**config.mk**
```make
export PLATFORM = sky130hd
export DESIGN_NAME = seq_detector_mealy_flat
export DESIGN_NICKNAME = d
export VERILOG_FILES = /design/src/rtl/seq_detector_pkg.sv /design/src/rtl/seq_detector_mealy_if.sv /design/src/rtl/sat_counter.sv /design/src/rtl/seq_detector_mealy.sv /design/src/flat_wrapper.sv
export SDC_FILE = /design/constraint.sdc
export NUM_CORES = 1
export LEC_CHECK = 0
export ABC_CLOCK_PERIOD_IN_PS = 1900
export CELL_PAD_IN_SITES_DETAIL_PLACEMENT = 1
export CELL_PAD_IN_SITES_GLOBAL_PLACEMENT = 1
export CORE_UTILIZATION = 39
export CTS_BUF_LIST = sky130_fd_sc_hd__clkbuf_8
export CTS_CLUSTER_SIZE = 16
export DETAILED_ROUTE_END_ITERATION = 10
export MAX_ROUTING_LAYER = met4
export PLACE_DENSITY = 0.84
export SYNTH_ARGS = -nofsm -noshare
export SYNTH_HDL_FRONTEND = slang
export SYNTH_SLANG_ARGS = --single-unit
```
**constraint.sdc**
```tcl
create_clock -name clk -period 1.9 [get_ports clk]
set_input_delay 0.475 -clock clk [delete_from_list [all_inputs] [get_ports clk]]
set_output_delay 0.475 -clock clk [all_outputs]
set_load 0.01 [all_outputs]
```
**src/rtl/seq_detector_pkg.sv**
```systemverilog
// seq_detector_pkg
//   Shared definitions for the serial pattern detector: the fill-FSM state
//   encoding, the legal pattern-length range and the default pattern.
//   Optional feature macro used by the design: SEQDET_COUNT_EN.
package seq_detector_pkg;

  // FILL: fewer than PAT_LEN-1 valid history bits.
  // ARMED: history is full, so the next qualified bit can complete a match.
  typedef enum logic {
    FILL  = 1'b0,
    ARMED = 1'b1
  } fill_state_e;

  localparam int PAT_LEN_MIN     = 2;
  localparam int PAT_LEN_MAX     = 16;
  localparam int PAT_LEN_DEFAULT = 4;

  localparam logic [PAT_LEN_DEFAULT-1:0] PATTERN_DEFAULT = 4'b1011;

endpackage

```
**src/rtl/seq_detector_mealy_if.sv**
```systemverilog
// seq_detector_mealy_if
//   Groups the serial-input side of the detector.
//   Optional feature macro: SEQDET_COUNT_EN (adds match_cnt).
//   Signals:
//     en        input-bit qualifier (0 = bubble)
//     xin       serial data bit
//     overlap   1 = overlapping matches allowed
//     pat_load  load pat_in into the pattern register
//     pat_in    new pattern, MSB = first bit received
//     zout      Mealy match output (combinational)
//     match_cnt saturating match count (SEQDET_COUNT_EN only)
//   Modports: master drives the stream, slave is the detector.
interface seq_detector_mealy_if #(
  parameter int PAT_LEN = 4,
  parameter int CNT_W   = 8
);

  logic               en;
  logic               xin;
  logic               overlap;
  logic               pat_load;
  logic [PAT_LEN-1:0] pat_in;
  logic               zout;
`ifdef SEQDET_COUNT_EN
  logic [CNT_W-1:0]   match_cnt;
`endif

  if (CNT_W < 1) begin : g_bad_cnt_w
    $error("seq_detector_mealy_if: CNT_W must be at least 1");
  end

  modport master (
    output en,
    output xin,
    output overlap,
    output pat_load,
    output pat_in,
`ifdef SEQDET_COUNT_EN
    input  match_cnt,
`endif
    input  zout
  );

  modport slave (
    input  en,
    input  xin,
    input  overlap,
    input  pat_load,
    input  pat_in,
`ifdef SEQDET_COUNT_EN
    output match_cnt,
`endif
    output zout
  );

endinterface

```
**src/rtl/sat_counter.sv**
```systemverilog
// sat_counter
//   Saturating up-counter: counts inc pulses, sticks at all-ones, never wraps.
//   Ports:
//     clk    rising-edge clock
//     reset  asynchronous active-low reset (count cleared to 0)
//     inc    count enable for this edge
//     count  current count
module sat_counter #(
  parameter int WIDTH = 8
) (
  input  logic             clk,
  input  logic             reset,
  input  logic             inc,
  output logic [WIDTH-1:0] count
);

  logic [WIDTH-1:0] count_q;

  always_ff @(posedge clk or negedge reset) begin
    if (!reset) begin
      count_q <= '0;
    end else if (inc && (count_q != {WIDTH{1'b1}})) begin
      count_q <= count_q + 1'b1;
    end
  end

  assign count = count_q;

endmodule

```
**src/rtl/seq_detector_mealy.sv**
```systemverilog
// seq_detector_mealy
//   Parametrised Mealy serial-pattern detector. Shifts qualified bits into a
//   history register and raises zout in the same cycle the final pattern bit
//   is presented. Pattern is reloadable at run time; overlap selects whether
//   history survives a match.
//   Optional feature macro: SEQDET_COUNT_EN -- when defined, a saturating
//   match counter (sat_counter) drives bus.match_cnt.
//   Ports:
//     clk    rising-edge clock
//     reset  asynchronous active-low reset
//     bus    seq_detector_mealy_if.slave (en, xin, overlap, pat_load,
//            pat_in in; zout, match_cnt out)
module seq_detector_mealy
  import seq_detector_pkg::*;
#(
  parameter int                 PAT_LEN = PAT_LEN_DEFAULT,
  parameter logic [PAT_LEN-1:0] PATTERN = PATTERN_DEFAULT,
  parameter int                 CNT_W   = 8
) (
  input  logic                 clk,
  input  logic                 reset,
  seq_detector_mealy_if.slave  bus
);

  if ((PAT_LEN < PAT_LEN_MIN) || (PAT_LEN > PAT_LEN_MAX)) begin : g_bad_pat_len
    $error("seq_detector_mealy: PAT_LEN out of range");
  end

  localparam int                FILL_W   = $clog2(PAT_LEN);
  localparam logic [FILL_W-1:0] FILL_MAX = FILL_W'(PAT_LEN - 1);

  logic [PAT_LEN-1:0] pat_q;
  logic [PAT_LEN-2:0] hist_q;
  logic [FILL_W-1:0]  fill_q;
  fill_state_e        state_q;

  // Candidate window: stored history followed by the bit on the wire now.
  logic [PAT_LEN-1:0] window;
  logic               hit;

  assign window = {hist_q, bus.xin};

  // reset is included so zout is forced low for the whole reset pulse,
  // independent of when the asynchronous clear of the registers settles.
  assign hit = reset & bus.en & ~bus.pat_load & (state_q == ARMED) &
               (window == pat_q);

  assign bus.zout = hit;

  // state_q mirrors fill_q reaching FILL_MAX so the compare path does not
  // need a magnitude comparator on the counter.
  always_ff @(posedge clk or negedge reset) begin
    if (!reset) begin
      pat_q   <= PATTERN;
      hist_q  <= '0;
      fill_q  <= '0;
      state_q <= FILL;
    end else if (bus.pat_load) begin
      pat_q   <= bus.pat_in;
      hist_q  <= '0;
      fill_q  <= '0;
      state_q <= FILL;
    end else if (bus.en) begin
      if (hit && !bus.overlap) begin
        // Non-overlapping: a match consumes its bits, start refilling.
        hist_q  <= '0;
        fill_q  <= '0;
        state_q <= FILL;
      end else begin
        hist_q <= window[PAT_LEN-2:0];
        if (state_q == FILL) begin
          fill_q <= fill_q + 1'b1;
          if (fill_q == FILL_MAX - 1'b1) begin
            state_q <= ARMED;
          end
        end
      end
    end
  end

`ifdef SEQDET_COUNT_EN
  sat_counter #(
    .WIDTH (CNT_W)
  ) u_match_cnt (
    .clk   (clk),
    .reset (reset),
    .inc   (hit),
    .count (bus.match_cnt)
  );
`endif

endmodule

```
**src/flat_wrapper.sv**
```systemverilog
// flat-port wrapper written by rule: the top's interface ports become plain ports
module seq_detector_mealy_flat import seq_detector_pkg::*;
#(
  parameter int                 PAT_LEN = PAT_LEN_DEFAULT,
  parameter logic [PAT_LEN-1:0] PATTERN = PATTERN_DEFAULT,
  parameter int                 CNT_W   = 8
)
  (clk, reset, bus_en, bus_xin, bus_overlap, bus_pat_load, bus_pat_in, bus_zout);
  seq_detector_mealy_if #(.PAT_LEN(PAT_LEN), .CNT_W(CNT_W)) bus_i ();
  input  logic clk;
  input  logic reset;
  input wire logic [$bits(bus_i.en)-1:0] bus_en;
  input wire logic [$bits(bus_i.xin)-1:0] bus_xin;
  input wire logic [$bits(bus_i.overlap)-1:0] bus_overlap;
  input wire logic [$bits(bus_i.pat_load)-1:0] bus_pat_load;
  input wire logic [$bits(bus_i.pat_in)-1:0] bus_pat_in;
  output wire logic [$bits(bus_i.zout)-1:0] bus_zout;
  assign bus_i.en = bus_en;
  assign bus_i.xin = bus_xin;
  assign bus_i.overlap = bus_overlap;
  assign bus_i.pat_load = bus_pat_load;
  assign bus_i.pat_in = bus_pat_in;
  assign bus_zout = bus_i.zout;
  seq_detector_mealy #(.PAT_LEN(PAT_LEN), .PATTERN(PATTERN), .CNT_W(CNT_W)) u_core (.clk(clk), .reset(reset), .bus(bus_i));
endmodule
```
== After elaboration in Yosys (flattened, before gate mapping) ==
Index checks and enable logic that the tools add are counted.
Storage, ports and cells
  bits in registers: 10
  bits in latches: 0
  RAM bits: 0
  bits in read-only memories: 0
  output and inout bits: 1
  logic and storage cells: 29
  memories: 0
Operators by class
  $add $sub $neg: 1
  $mul: 0
  div/mod/pow operators: 0
  $lt $le $gt $ge: 0
  equal/unequal tests: 3
  shift operators: 0
  multiplexer cells: 12
  bitwise gates (word level): 5
  reduce and logical (&&, ||, !) cells: 4
Operators with widths (number)
  two-way mux 3 bit: 3
  two-way mux 2 bit: 4
  two-way mux 1 bit: 5
  AND 1 bit: 4
  equality test 4 bit: 1
  != test 3 bit (second input constant): 1
  adder 2 x 1 -> 2 bit (second input constant): 1
  equality test 2 bit (second input constant): 1
  AND reduction 2 bit: 1
  nonzero test 2 bit: 1
  logical AND 1 bit: 1
  logical NOT 1 bit: 1
  NOT 1 bit: 1

== Longest topological paths before layout ==
Gate-level depths: netlist (run 1).
  depth after elaboration: 8
  mapped depth: 5
  gate-level depth less buffers: 5

== Worst setup path after synthesis (run 1) ==
No wires, ideal clock.
  path kind: register to output
  start: reg u_core.pat_q[3]
  end: out bus_zout
  arrival: 1.207 ns
  required time: 1.425 ns
  path slack: 0.218 ns
  cell stages (with the launch flop): 4
  path through: dfstp_2 -> xor2_1 -> nor4_2 -> nor3b_1
On the way
  cells in the longest elaborated chain, start to end: 2
Ends and longest elaborated chain
  start: declaration: RTL line seq_detector_mealy.sv:32  | logic [PAT_LEN-1:0] pat_q;
  start signal: assignment: RTL line seq_detector_mealy.sv:59  | pat_q <= bus.pat_in;
  equality test 4 bit: RTL line seq_detector_mealy.sv:46  | (window == pat_q);
  AND 1 bit: RTL line seq_detector_mealy.sv:45  | assign hit = reset & bus.en & ~bus.pat_load & (state_q == ARMED) &
  end: declaration: RTL line flat_wrapper.sv:17  | output wire logic [$bits(bus_i.zout)-1:0] bus_zout;
No other way between the ends.

== Worst setup path in the final report (run 1) ==
  start: reg u_core.pat_q[1]
  end: out bus_zout
Same word-level chain as after synthesis.

==> implementation parameters, run 1 <==
Parameter                              Value

Outcome
  Outcome    finished, violations left
  Failing checks    negative setup slack

Timing
  Setup Skew    0.000301 ns
  Final worst path period share    107%
  Final critical-path required period    2.04 ns
  Worst Slack Setup Final    -0.141 ns
  Final setup violating endpoints    1
  Max Transition Viols Final    0
  Final Hold Fails    0
  RSZ-0062 raised after global routing    yes
  Top achievable clock speed    490 MHz
  Worst rel slew slack    74.6%
  Pin slew with the least headroom to its limit    0.381 ns

Min path
  Hold Path Class    reg -> reg

Drt
  Drt wl/cell    19.2 um
  Count of TritonRoute iterations in the first routing pass    4
  First DRT Iteration DRCs    7
  Vias per cell    5.54
  Remaining antenna violation count    0
  Number of vias after detailed routing    443
  Remaining routing DRC violations    0
  Final Routed Wirelength    1540 um

Pwr
  Net switching fraction of the power    24.4%
  Highest ir drop seen on vdd    0.000500 V
  Leakage dissipation    0.340 nW
  Comb pwr share    17.5%
  Sw Pwr    0.139 mW
  Total Power Consumption    0.568 mW
  Cell area power density    720 mW/mm^2
  Clock network fraction of total power    38.7%
  Part of the total power dissipated in sequential elements    43.7%
  Internal    0.430 mW

Place
  Detailed-placement wirelength estimate    912 um
  Number of buffer cells added on primary ports    10
  GP Congestion    0.729

Clocking
  Clock Tree Root    sky130_fd_sc_hd__clkbuf_8
  Number of hold buffers added after CTS    0
  Later-pin clock latency in the skew report    0.23 ns
  TritonCTS clock tree    done
  Worst-case clock buffer depth    2
  Clock slew at reported path FFs    0.04 ns
  Number of buffers created by CTS    3
  Clock H-tree levels    1
  CTS sink cnt    10

Finish
  Area taken by multi-input logic gates    304 um^2
  Fin nets    78
  Post-synthesis to final-layout area growth    48.5%
  Area used by sequential logic in the layout    254 um^2
  Post-layout utilization of the core    66.6%
  Fill count    123
  ANT cells    0
  Fraction of final layout cells with drive strength greater than 1    40.9%

Die
  Area of the die    0.00152 mm^2
  Die outline width    38.9 um
  Row Count    12
  Number of primary I/O pins    11
  Placeable core area    0.00119 mm^2
  Die outline height    38.9 um
  Starting Density    44.8%

Worst setup path
  CP arrival    1.57 ns
  Worst Setup Start Kind    flip-flop
  Biggest fanout along the worst timing path    2
  Critical path start-end classification    reg -> out
  WP data required    1.42 ns
  Kind of end point of the critical path    primary output

Global route
  Antenna violations before repair    0
  Largest net degree at the start of global routing    16
  Remaining Overflow, GRT    0
  Overall track demand over capacity in global routing    26.0%
  First-pass GRT wire length    2370 um
  Via count of the first global-routing pass    482

Synthesis
  Top cell type's share of synthesized area    32.9%
  Most repeated cell in the gate-level netlist after synthesis    sky130_fd_sc_hd__dfrtp_1
  Post-Synthesis Net Count    59
  Number of synthesized register bits    10
  Most numerous cell types in the synthesized netlist    sky130_fd_sc_hd__dfrtp_1 (7), sky130_fd_sc_hd__inv_1 (4), sky130_fd_sc_hd__mux2_2 (4), sky130_fd_sc_hd__nand3b_1 (4), sky130_fd_sc_hd__xor2_1 (4)
  Number of instances in the synthesized netlist    48
  Synthesized area per cell    11.1 um^2
  Primary FF master, synth    sky130_fd_sc_hd__dfrtp_1
  Post-synth design cell area    532 um^2
  Top cells by area, synth    sky130_fd_sc_hd__dfrtp_1 (33%), sky130_fd_sc_hd__dfstp_2 (15%), sky130_fd_sc_hd__mux2_2 (8.5%)
  Number of synthesized flops with an enable pin    0
  Distinct cell type count after synthesis    24
  Share of flip-flops with an asynchronous set or reset    100%
  Yosys Warn Count    0
  Top cell type by total area after synthesis    sky130_fd_sc_hd__dfrtp_1
  Proportion of synthesized chip area in sequential cells    47.8%

Job
  Number of max-cap violations    0
## state kept, by name (all words and copies together), names as in the netlist
name and cells:
u_core.pat_q 4, u_core.state_q 1, u_core.fill_q 2, u_core.hist_q 3
## routing by layer
metal  vias up  wire (um)  global-route usage, %
met3         6         51                   7.51
met4         0         36                   10.3
met1       220        599                   26.9
li1        206          -                      -
met2        11        850                   45.8
met5         -          0                      -
## stage by stage
stage	TNS, ns	setup WS, ns	std cells	instance area [um^2]	hold WS [ns]
global route	-0.207	-0.207	80	790	0.562
detailed placement	-0.671	-0.628	73	666	0.517
floorplan	0	0.218	48	532	0.179
global placement	-0.582	-0.582	73	666	0.515
finish	-0.141	-0.141	80	790	0.527
CTS	-0.159	-0.100	83	805	0.527
## power by group through the flow
stage / Combinational, mW / Clock [mW] / Sequential [mW]
floorplan: 0.0467 / 0 / 0.246
global placement: 0.0795 / 0 / 0.248
detailed placement: 0.0840 / 0 / 0.249
CTS: 0.103 / 0.220 / 0.247
global route: 0.108 / 0.236 / 0.250
finish: 0.0996 / 0.220 / 0.248
## cell usage in the layout, fill, tap and decap left out, drive strengths merged, types with 2 or more instances in the layout
master and count:
buf 8, clkbuf 3, clkdlybuf4s50 8, dfrtp 7
dfstp 3, inv 5, mux2 4, nand3b 4
nor2 2, nor3 2, nor3b 2, o21ai 2
xor2 4
## worst paths after layout
kind / start / end / slack, ns / cells past startpoint
setup / recovery: u_core.pat_q[1] / bus_zout / -0.14 / 4
hold / removal: u_core.pat_q[2] / u_core.pat_q[2] / 0.53 / 1
setup reg to reg: u_core.pat_q[1] / u_core.hist_q[1] / 0.14 / 7
hold reg to reg: u_core.pat_q[2] / u_core.pat_q[2] / 0.53 / 1
max in group asynchronous: reset / u_core.pat_q[3] / 1.09 / 2
min in group asynchronous: reset / u_core.hist_q[0] / 0.59 / 2
## cells by family (layout without fill, tap and decap cells)
family                     count (synthesis)  in the layout  share of synthesized area, %
AOI/OAI and AO/OA                          8              8                          9.88
xor gates and xnor gates                   4              4                          6.59
DFF                                       10             10                          47.8
buffers and inverters                      7             25                          5.41
muxes                                      4              4                          8.47
and+or+nand+nor                           14             14                          19.5
adders and majority gates                  1              1                          2.35
## worst max-delay path, stage by stage, from the launching register on
cell	delay, ns
sky130_fd_sc_hd__dfstp_2	0.55
sky130_fd_sc_hd__xor2_2	0.08
sky130_fd_sc_hd__nor4_2	0.32
sky130_fd_sc_hd__nor3b_2	0.22
sky130_fd_sc_hd__buf_2	0.15
## repair_timing
action                     4_1_cts  5_1_grt
buffers inserted                 6        1
setup endpoints to repair        1        7
pin swaps                        7        3
gates resized for setup         16        3
## cell type report
class                      count  share of cell area, %
clock inverter                 1                  0.475
multi-input combinational     31                   38.5
tap                           14                   2.22
inverter                       4                   1.90
sequential                    10                   32.2
clock buffer                   3                   5.23
timing repair buffer          17                   19.5
No activity file was read; power rests on OpenSTA's default activity.
==> run 2: changes to the inputs <==
--- a/config.mk
+++ b/config.mk
@@ -5,15 +5,16 @@
 export SDC_FILE = /design/constraint.sdc
 export NUM_CORES = 1
 export LEC_CHECK = 0
+export ABC_AREA = 1
 export ABC_CLOCK_PERIOD_IN_PS = 1900
 export CELL_PAD_IN_SITES_DETAIL_PLACEMENT = 1
 export CELL_PAD_IN_SITES_GLOBAL_PLACEMENT = 1
-export CORE_UTILIZATION = 39
+export CORE_UTILIZATION = 38
 export CTS_BUF_LIST = sky130_fd_sc_hd__clkbuf_8
 export CTS_CLUSTER_SIZE = 16
 export DETAILED_ROUTE_END_ITERATION = 10
 export MAX_ROUTING_LAYER = met4
-export PLACE_DENSITY = 0.84
+export PLACE_DENSITY = 0.85
 export SYNTH_ARGS = -nofsm -noshare
 export SYNTH_HDL_FRONTEND = slang
 export SYNTH_SLANG_ARGS = --single-unit
==> run 2 against run 1 <==
Effect of this change: the flow now finishes without violations; die area up 12%; count of clock-buffer cells in the layout up 1; design area up 5.1%; utilization down 5.8 points; final cell count up 40%; fmax up 11%; clock power up 27%; hold slack worse by 0.15 ns; non-clock buffer count up 4; critical path type unchanged; largest power group is now clock.
==> implementation parameters, run 2 <==
Parameter                              Value

Outcome
  Outcome    complete, no violations

Finish
  Post-layout utilization of the core    60.7%
  Summed area of non-filler cells in the final layout    830 um^2
  Fraction of final layout cells with drive strength greater than 1    32.0%
  Fin nets    109
  Max FFs per register    4
  Final Instance Count excl. Fillers    112
  Registers with the highest flip-flop counts    u_core.pat_q x4, u_core.hist_q x3, u_core.fill_q x2
  Post-synthesis to final-layout area growth    42.0%
  Top register by number of flip-flops    u_core.pat_q
  Most common cell after layout, fill and taps aside    sky130_fd_sc_hd__nand2_1
  Commonest cells after routing, fill and taps aside    sky130_fd_sc_hd__nand2_1 (22), sky130_fd_sc_hd__inv_1 (12), sky130_fd_sc_hd__buf_4 (11)
  ANT cells    0

Pwr
  Cell area power density    804 mW/mm^2
  Leakage dissipation    0.437 nW
  Highest ir drop seen on vdd    0.000516 V
  Total Power Consumption    0.667 mW

Drt
  Remaining routing DRC violations    0
  Final Routed Wirelength    1770 um
  Number of vias after detailed routing    576
  Drt wl/cell    15.8 um
  Remaining antenna violation count    0
  Vias per cell    5.14
  Count of TritonRoute iterations in the first routing pass    5
  First DRT Iteration DRCs    6

Global route
  Antenna violations before repair    0
  Remaining Overflow, GRT    0
  First-pass GRT wire length    2620 um
  Via count of the first global-routing pass    587
  Overall track demand over capacity in global routing    26.5%
  Largest net degree at the start of global routing    11

Worst setup path
  WP data required    1.42 ns
  CP arrival    1.36 ns
  Kind of cell adding the most delay to the critical path    flip-flops
  Register-to-register setup slack    0.50 ns
  Slowest stage cell on the critical path    sky130_fd_sc_hd__dfstp_2
  Buffers & Inverters on Critical Path    2
  Chain of cells forming the critical path    inv_1 -> nand2_1 -> nand2_2 -> nor2_4 -> and3_2 -> buf_2
  Worst reg2reg path depth    8
  Critical path start-end classification    reg -> out
  Worst Setup Start Kind    flip-flop
  Critical R2R Capture    u_core.fill_q[1]
  Kind of end point of the critical path    primary output
  Crit path largest cell delay    0.53 ns
  Biggest fanout along the worst timing path    2
  Critical register-to-register path startpoint    u_core.pat_q[0]

Synthesis
  Number of synthesized register bits    10
  Top cell type's share of synthesized area    30.0%
  Most repeated cell in the gate-level netlist after synthesis    sky130_fd_sc_hd__nand2_1
  Yosys Warn Count    0
  Top cell type by total area after synthesis    sky130_fd_sc_hd__dfrtp_1
  Most numerous cell types in the synthesized netlist    sky130_fd_sc_hd__nand2_1 (26), sky130_fd_sc_hd__inv_1 (12), sky130_fd_sc_hd__dfrtp_1 (7), sky130_fd_sc_hd__nand4_1 (7), sky130_fd_sc_hd__o21ai_0 (4)
  Distinct cell type count after synthesis    17
  Number of instances in the synthesized netlist    73
  Share of flip-flops with an asynchronous set or reset    100%
  Post-Synthesis Net Count    84
  Top cells by area, synth    sky130_fd_sc_hd__dfrtp_1 (30%), sky130_fd_sc_hd__nand2_1 (17%), sky130_fd_sc_hd__dfstp_2 (13%)
  Synthesized area per cell    8.00 um^2
  Primary FF master, synth    sky130_fd_sc_hd__dfrtp_1
  Post-synth design cell area    584 um^2
  Proportion of synthesized chip area in sequential cells    43.5%
  Number of synthesized flops with an enable pin    0

Job
  Number of max-cap violations    0

Timing
  RSZ-0062 raised after global routing    no
  Final setup violating endpoints    0
  Fin Hold WS    0.380 ns
  Final Hold Fails    0
  Top achievable clock speed    546 MHz
  Worst Slack Setup Final    0.0691 ns
  Setup total negative slack    0 ns
  Max Transition Viols Final    0
  Final worst path period share    96.4%
  Final critical-path required period    1.83 ns
  Setup Skew    0.00339 ns
  Pin slew with the least headroom to its limit    0.249 ns
  Worst rel slew slack    83.3%

Die
  Starting Density    42.8%
  Number of primary I/O pins    11
  Die outline width    41.2 um
  Die outline height    41.2 um
  Area of the die    0.00170 mm^2
  Placeable core area    0.00137 mm^2
  Row Count    13

Clocking
  Clock Tree Root    sky130_fd_sc_hd__clkbuf_8
  Number of buffers created by CTS    3
  Clock slew at reported path FFs    0.05 ns
  Number of hold buffers added after CTS    0
  Later-pin clock latency in the skew report    0.24 ns
  Clock H-tree levels    1
  CTS sink cnt    10
  Worst-case clock buffer depth    2
  TritonCTS clock tree    done
  Quantity of gates resized following cts    12
  Buffer count from post-CTS setup fixing    0

Place
  Post-DP Area    774 um^2
  GP Congestion    0.742
  Number of buffer cells added on primary ports    10
  Worst setup slack before clock tree synthesis    -0.537 ns
  Placed Cells incl. Taps    108
  Detailed-placement wirelength estimate    1190 um

Min path
  Hold Path Class    in -> async
## run 2: routing by layer
layer	track usage (%)	part of all wire [%]	wire length, um
met5	-	0	0
met4	14.5	2.5	45
met3	5.98	3.1	54
met2	46.1	54	951
met1	27.3	41	717
## run 2: cell type report
class	instances	area (um^2)
Multi-Input combinational cell	48	272
Timing Repair Buffer	21	173
Inverter	14	57.6
Tap cell	15	18.8
Clock buffer	4	55.1
Fill cell	173	537
Sequential cell	10	254
## run 2: worst reg2reg max path: stages (launching register included)
cell	delay, ns
sky130_fd_sc_hd__dfstp_2	0.53
sky130_fd_sc_hd__inv_1	0.05
sky130_fd_sc_hd__nand2_1	0.08
sky130_fd_sc_hd__nand2_2	0.07
sky130_fd_sc_hd__nor2_4	0.11
sky130_fd_sc_hd__buf_4	0.12
sky130_fd_sc_hd__nand4_4	0.12
sky130_fd_sc_hd__nand4_1	0.14
sky130_fd_sc_hd__nand2_1	0.07
## run 2: worst max-delay path by stage
stage / start / endpoint / slack, ns / cells after the start
finish: u_core.pat_q[0] / bus_zout / 0.07 / 6
global placement: bus_xin / bus_zout / -0.51 / 7
global route: u_core.pat_q[3] / bus_zout / 0.003 / 6
detailed placement: bus_xin / bus_zout / -0.54 / 7
CTS: u_core.pat_q[0] / bus_zout / 0.06 / 6
floorplan: bus_pat_load / bus_zout / 0.40 / 5
## run 2: kinds of logic (layout without fill, tap and decap cells)
kind of cell | count (synthesis) | count (layout) | share of synthesized area, %
buffers and inverters | 15 | 39 | 11.8
AO/OA/AOI/OAI | 5 | 5 | 4.28
flip-flops | 10 | 10 | 43.5
AND/OR/NAND/NOR | 42 | 42 | 38.3
adder cells (fa/ha/maj) | 1 | 1 | 2.14
## run 2: power by group
| group | leakage, nW | switching [mW] | internal (mW) |
|---|---|---|---|
| logic | 0.284 | 0.0728 | 0.0624 |
| clock network | 0.0288 | 0.0967 | 0.183 |
| registers | 0.124 | 0.0144 | 0.237 |
| total | 0.437 | 0.184 | 0.483 |
